[src/rtl/mac_acc_pkg.sv]
// Shared constants for the int8 MAC accumulator: state encoding and default widths.
// Saturating arithmetic is selected by defining MAC_ACC_SATURATE_EN.
package mac_acc_pkg;

  localparam logic [1:0] S_IDLE = 2'd0;
  localparam logic [1:0] S_ACC  = 2'd1;
  localparam logic [1:0] S_DONE = 2'd2;

  localparam int unsigned DEF_WIDTH     = 8;
  localparam int unsigned DEF_ACC_WIDTH = 20;
  localparam int unsigned DEF_LEN_WIDTH = 8;

  typedef enum logic [1:0] {
    StIdle = S_IDLE,
    StAcc  = S_ACC,
    StDone = S_DONE
  } state_e;

endpackage

[src/rtl/mac_acc_int8_if.sv]
// Job control, product input and result channels of the MAC accumulator.
// The slave modport is the accumulator's view; master is the driver's view.
interface mac_acc_int8_if
  import mac_acc_pkg::*;
#(
  parameter int unsigned WIDTH     = DEF_WIDTH,
  parameter int unsigned ACC_WIDTH = DEF_ACC_WIDTH,
  parameter int unsigned LEN_WIDTH = DEF_LEN_WIDTH
) ();

  logic                 start;
  logic [LEN_WIDTH-1:0] len;
  logic                 in_valid;
  logic                 in_ready;
  logic [WIDTH-1:0]     in_p;
  logic                 out_valid;
  logic                 out_ready;
  logic [ACC_WIDTH-1:0] out_sum;
  logic                 busy;
  logic                 ovf;

  modport master (
    output start, len, in_valid, in_p, out_ready,
    input  in_ready, out_valid, out_sum, busy, ovf
  );

  modport slave (
    input  start, len, in_valid, in_p, out_ready,
    output in_ready, out_valid, out_sum, busy, ovf
  );

endinterface

[src/rtl/mac_acc_int8_acc_add_sat.sv]
// Combinational accumulator adder: acc + zero-extended product with carry-out.
// With MAC_ACC_SATURATE_EN defined, a carry clamps the sum to all-ones.
module acc_add_sat
  import mac_acc_pkg::*;
#(
  parameter int unsigned WIDTH     = DEF_WIDTH,
  parameter int unsigned ACC_WIDTH = DEF_ACC_WIDTH
) (
  input  logic [ACC_WIDTH-1:0] acc_i,
  input  logic [WIDTH-1:0]     p_i,
  output logic [ACC_WIDTH-1:0] sum_o,
  output logic                 carry_o
);

  logic [ACC_WIDTH:0] full;

  assign full    = {1'b0, acc_i} + {{(ACC_WIDTH + 1 - WIDTH){1'b0}}, p_i};
  assign carry_o = full[ACC_WIDTH];

`ifdef MAC_ACC_SATURATE_EN
  assign sum_o = carry_o ? {ACC_WIDTH{1'b1}} : full[ACC_WIDTH-1:0];
`else
  assign sum_o = full[ACC_WIDTH-1:0];
`endif

endmodule

[src/rtl/mac_acc_int8.sv]
// Sums a programmed number of unsigned products and returns the total on a valid/ready channel.
// Wraps modulo 2^ACC_WIDTH unless MAC_ACC_SATURATE_EN is defined; ovf flags any carry-out.
module mac_acc_int8
  import mac_acc_pkg::*;
#(
  parameter int unsigned WIDTH     = DEF_WIDTH,
  parameter int unsigned ACC_WIDTH = DEF_ACC_WIDTH,
  parameter int unsigned LEN_WIDTH = DEF_LEN_WIDTH
) (
  input logic           clk,
  input logic           rst_n,
  mac_acc_int8_if.slave bus
);

  state_e               state_q, state_d;
  logic [ACC_WIDTH-1:0] acc_q, acc_d;
  logic [LEN_WIDTH-1:0] cnt_q, cnt_d;
  logic                 ovf_q, ovf_d;

  logic [ACC_WIDTH-1:0] add_sum;
  logic                 add_carry;

  acc_add_sat #(
    .WIDTH    (WIDTH),
    .ACC_WIDTH(ACC_WIDTH)
  ) u_add (
    .acc_i  (acc_q),
    .p_i    (bus.in_p),
    .sum_o  (add_sum),
    .carry_o(add_carry)
  );

  always_comb begin
    state_d = state_q;
    acc_d   = acc_q;
    cnt_d   = cnt_q;
    ovf_d   = ovf_q;
    unique case (state_q)
      StIdle: begin
        if (bus.start) begin
          acc_d   = '0;
          ovf_d   = 1'b0;
          cnt_d   = bus.len;
          state_d = (bus.len == '0) ? StDone : StAcc;
        end
      end
      StAcc: begin
        // in_ready is high for the whole state, so in_valid alone is the handshake
        if (bus.in_valid) begin
          acc_d = add_sum;
          ovf_d = ovf_q | add_carry;
          cnt_d = cnt_q - LEN_WIDTH'(1);
          if (cnt_q == LEN_WIDTH'(1)) begin
            state_d = StDone;
          end
        end
      end
      StDone: begin
        if (bus.out_ready) begin
          state_d = StIdle;
        end
      end
      default: state_d = StIdle;
    endcase
  end

  always_ff @(posedge clk or negedge rst_n) begin
    if (!rst_n) begin
      state_q <= StIdle;
      acc_q   <= '0;
      cnt_q   <= '0;
      ovf_q   <= 1'b0;
    end else begin
      state_q <= state_d;
      acc_q   <= acc_d;
      cnt_q   <= cnt_d;
      ovf_q   <= ovf_d;
    end
  end

  assign bus.in_ready  = (state_q == StAcc);
  assign bus.out_valid = (state_q == StDone);
  assign bus.busy      = (state_q != StIdle);
  assign bus.out_sum   = acc_q;
  assign bus.ovf       = ovf_q;

endmodule

[src/flat_wrapper.sv]
// flat-port wrapper written by rule: the top's interface ports become plain ports
module mac_acc_int8_flat import mac_acc_pkg::*;
#(
  parameter int unsigned WIDTH     = DEF_WIDTH,
  parameter int unsigned ACC_WIDTH = DEF_ACC_WIDTH,
  parameter int unsigned LEN_WIDTH = DEF_LEN_WIDTH
)
  (clk, rst_n, bus_start, bus_len, bus_in_valid, bus_in_p, bus_out_ready, bus_in_ready, bus_out_valid, bus_out_sum, bus_busy, bus_ovf);
  mac_acc_int8_if #(.WIDTH(WIDTH), .ACC_WIDTH(ACC_WIDTH), .LEN_WIDTH(LEN_WIDTH)) bus_i ();
  input logic clk;
  input logic rst_n;
  input wire logic [$bits(bus_i.start)-1:0] bus_start;
  input wire logic [$bits(bus_i.len)-1:0] bus_len;
  input wire logic [$bits(bus_i.in_valid)-1:0] bus_in_valid;
  input wire logic [$bits(bus_i.in_p)-1:0] bus_in_p;
  input wire logic [$bits(bus_i.out_ready)-1:0] bus_out_ready;
  output wire logic [$bits(bus_i.in_ready)-1:0] bus_in_ready;
  output wire logic [$bits(bus_i.out_valid)-1:0] bus_out_valid;
  output wire logic [$bits(bus_i.out_sum)-1:0] bus_out_sum;
  output wire logic [$bits(bus_i.busy)-1:0] bus_busy;
  output wire logic [$bits(bus_i.ovf)-1:0] bus_ovf;
  assign bus_i.start = bus_start;
  assign bus_i.len = bus_len;
  assign bus_i.in_valid = bus_in_valid;
  assign bus_i.in_p = bus_in_p;
  assign bus_i.out_ready = bus_out_ready;
  assign bus_in_ready = bus_i.in_ready;
  assign bus_out_valid = bus_i.out_valid;
  assign bus_out_sum = bus_i.out_sum;
  assign bus_busy = bus_i.busy;
  assign bus_ovf = bus_i.ovf;
  mac_acc_int8 #(.WIDTH(WIDTH), .ACC_WIDTH(ACC_WIDTH), .LEN_WIDTH(LEN_WIDTH)) u_core (.clk(clk), .rst_n(rst_n), .bus(bus_i));
endmodule
[config.mk]
export PLATFORM = sky130hd
export DESIGN_NAME = mac_acc_int8_flat
export DESIGN_NICKNAME = d
export VERILOG_FILES = /design/src/rtl/mac_acc_pkg.sv /design/src/rtl/mac_acc_int8_if.sv /design/src/rtl/mac_acc_int8_acc_add_sat.sv /design/src/rtl/mac_acc_int8.sv /design/src/flat_wrapper.sv
export SDC_FILE = /design/constraint.sdc
export NUM_CORES = 1
export LEC_CHECK = 0
export ABC_AREA = 1
export BUFFER_PORTS_ARGS = -buffer_cell sky130_fd_sc_hd__buf_2
export CORE_ASPECT_RATIO = 1.4
export CORE_MARGIN = 4
export CORE_UTILIZATION = 47
export DETAILED_ROUTE_END_ITERATION = 10
export GPL_ROUTABILITY_DRIVEN = 0
export PLACE_DENSITY = 0.7
export REMOVE_ABC_BUFFERS = 1
export SYNTH_ARGS = -nofsm -noshare
export SYNTH_HDL_FRONTEND = slang
export SYNTH_SLANG_ARGS = --single-unit
[constraint.sdc]
create_clock -name clk -period 4.29 [get_ports clk]
set_input_delay 0.429 -clock clk [delete_from_list [all_inputs] [get_ports clk]]
set_output_delay 0.429 -clock clk [all_outputs]
set_load 0.02 [all_outputs]
==> qor.csv <==
stage,metric,value,unit
grt,grt-ovfl-total,0,
placement,io_buffers,44,
detailed_routing,drc,0,
timing,tns,0,ps
cts,postCtsHoldBufs,0,
critical_path,crit_path_start_kind,register,
cts,cts_resized,0,
critical_path,max_stage_delay,420,ps
grt,grt_max_degree,32,
timing,setup_viol,0,
grt,first_global_vias,2030,
detailed_routing,vias,2087,
cts,post_cts_buffers,0,
die,die_area,5700,um2
yosys,synth.distinct_cells,34,
yosys,syn_inst,307,
detailed_routing,drt-initial-drc-count,84,
die,die_y,87.8,um
detailed_routing,avgViaCountPerCell,5.05,
outcome,status,"finished, final reports clean",
cts,clock_path_buffers,2,
critical_path,endpoint,u_core.bus.out_sum[12],
yosys,syn-cell-area,2140,um2
cts,insertion_delay,290,ps
critical_path,worstSetupPathDepth,8,
timing,slew_viol_final,0,
critical_path,crit_type,reg -> reg,
die,core,4310,um2
timing,timing.slew.headroom,51.2,%
yosys,ys_seq_elements,31,
critical_path,setup.worst_path.start,u_core.state_q[1],
critical_path,worst-r2r-setup-slack,2430,ps
detailed_routing,drt.antenna.violating_nets,0,
die,floorplan.initialDensity,49.6,%
cts,cts_buffers,5,
power,leakage,0.00136,uW
critical_path,path_max_fanout,25,
yosys,syn_area_per_cell,6.96,um2
die,dieWidth,65.0,um
detailed_routing,routed_wl,5.12,mm
cts,htreeDepth,2,
critical_path,cp_num_buf_inv,1,
critical_path,r2r-end,u_core.bus.out_sum[12],
finish,diodes,0,
power,p_per_area,567,nW/um2
critical_path,required,4470,ps
cts,clock_sink_count,31,
cts,cts_root_buf,clkbuf_8,
detailed_routing,wire_per_inst,12.4,um
critical_path,crit_chain,nor2_4 > nand2_2 > nand2_4 > inv_4 > nor2_8 > nand3_1 > o21ai_1 > nor2_1,
finish,area_delta_synth_final,16.8,%
finish,final_common_cell,nand2_1,
yosys,ys_seq_area_share,36.3,%
finish,final_cell_mix,"nand2_1, nor2_1, buf_2, inv_1, dfrtp_1",
finish,nNetsFinal,385,
placement,dp_hpwl,3.79,mm
yosys,yosysWarnings,0,
die,io_pins,45,
flow_run,cap_viol_max_count,0,
grt,grt_antenna_before_repair,0,
critical_path,worstPathArrival,2040,ps
power,peakVddDrop,0.337,mV
hold_path,hp-class,in -> async,
timing,max_freq,538,MHz
timing,tightest_slew,732,ps
cts,clkTransAtPathRegs,70,ps
grt,grt_pass1_wl,8.78,mm
detailed_routing,drt_first_pass_iters,4,
critical_path,cpLargestDelayFamily,simple AND/OR/NAND/NOR gates,
timing,rsz0062_at_grt,no,
cts,cts_tree,yes,
critical_path,rr_startpoint,u_core.state_q[1],
die,rows,28,
timing,post-route-period-util,43.3,%
critical_path,rr_worst_depth,8,
critical_path,worst_setup_path_end_kind,register,
critical_path,crit_slowest_cell,dfrtp_1,
power,finalPower,1420,uW
finish,drive_above_1_share,18.1,%
timing,skew,5.51,ps
timing,hold_violations,0,
grt,track_usage,19.8,%
timing,min_period,1860,ps
## final cells by class
| class | instances | area [um2] |
|---|---|---|
| clock buffer | 6 | 82.6 |
| clock inverter | 1 | 5.00 |
| fill | 449 | 1810 |
| inverter | 41 | 156 |
| multi-input combinational | 230 | 1180 |
| sequential | 31 | 776 |
| tap | 60 | 75.1 |
| timing repair buffer | 44 | 220 |
## power breakdown
| part | internal (uW) | switching [uW] | leakage (uW) | total (uW) |
|---|---|---|---|---|
| combinational | 243 | 490 | 0.000913 | 733 |
| clock | 126 | 116 | 0.0000470 | 241 |
| sequential | 376 | 65.4 | 0.000405 | 441 |
## worst register-to-register path: stages (launching register included)
cell,delay [ps]
dfrtp_1,420
nor2_4,340
nand2_2,170
nand2_4,260
inv_4,150
nor2_8,130
nand3_1,110
o21ai_1,130
nor2_1,50
## sequential cells by signal, summed over array words and instances (netlist names)
signal / cells
u_core.bus.out_sum: 20
u_core.cnt_q: 8
u_core.state_q: 2
u_core.bus.ovf: 1
## logic make-up (layout without fill, tap and decap cells)
| group | Yosys count | after routing | synth area share [%] |
|---|---|---|---|
| XOR/XNOR | 3 | 3 | 1.23 |
| buffers and inverters | 46 | 92 | 8.44 |
| AND/OR/NAND/NOR | 170 | 170 | 34.8 |
| adder cells (fa/ha/maj) | 11 | 11 | 6.80 |
| AO/OA/AOI/OAI | 46 | 46 | 12.4 |
| flip-flops | 31 | 31 | 36.3 |
## routing by layer
| layer | global-route usage [%] | routed length (um) | vias up |
|---|---|---|---|
| met2 | 34.8 | 2570 | 48 |
| met4 | 8.08 | 107 | 0 |
| met1 | 23.1 | 2200 | 949 |
| met5 | 0 | 0 | - |
| met3 | 4.49 | 241 | 11 |
| li1 | - | - | 1079 |
## per-stage QoR
step	cell area (um2)	hold WS, ps	setup WS, ps	std cells	util, %
global route	2490	252	2190	413	57.9
global placement	2410	496	2400	406	55.9
floorplan	2110	133	2510	302	-
CTS	2490	225	2420	413	57.9
detailed placement	2410	495	2370	406	55.9
finish	2490	192	2430	413	57.9
## worst min-delay path by stage
stage / cells past startpoint / endpoint / from / slack, ps
floorplan: 0 / u_core.bus.out_sum[0] / rst_n / 130
global placement: 2 / u_core.bus.out_sum[6] / u_core.bus.out_sum[6] / 500
detailed placement: 2 / u_core.bus.out_sum[2] / u_core.bus.out_sum[2] / 500
CTS: 1 / u_core.bus.out_sum[5] / rst_n / 230
global route: 1 / u_core.cnt_q[3] / rst_n / 250
finish: 1 / u_core.bus.out_sum[2] / rst_n / 190
## cell usage after synthesis, drive strengths merged
cell type / instances / area share (%)
o22ai: 1 / 0.29
nand4: 5 / 1.5
o211ai: 3 / 1.1
a21boi: 2 / 0.70
or2: 3 / 0.88
xor2: 1 / 0.41
o21ai: 19 / 4.5
nor3: 2 / 0.47
o31ai: 1 / 0.35
xnor2: 2 / 0.82
nand3: 28 / 6.6
ha: 10 / 5.9
inv: 41 / 7.3
a21oi: 14 / 3.5
o21bai: 2 / 0.70
nand3b: 1 / 0.35
a31oi: 2 / 0.59
dfrtp: 31 / 36
nand2: 83 / 15
fa: 1 / 0.94
nor2: 47 / 9.5
and2: 1 / 0.29
a22o: 2 / 0.82
buf: 5 / 1.1
(Power assumes the default switching activity.)
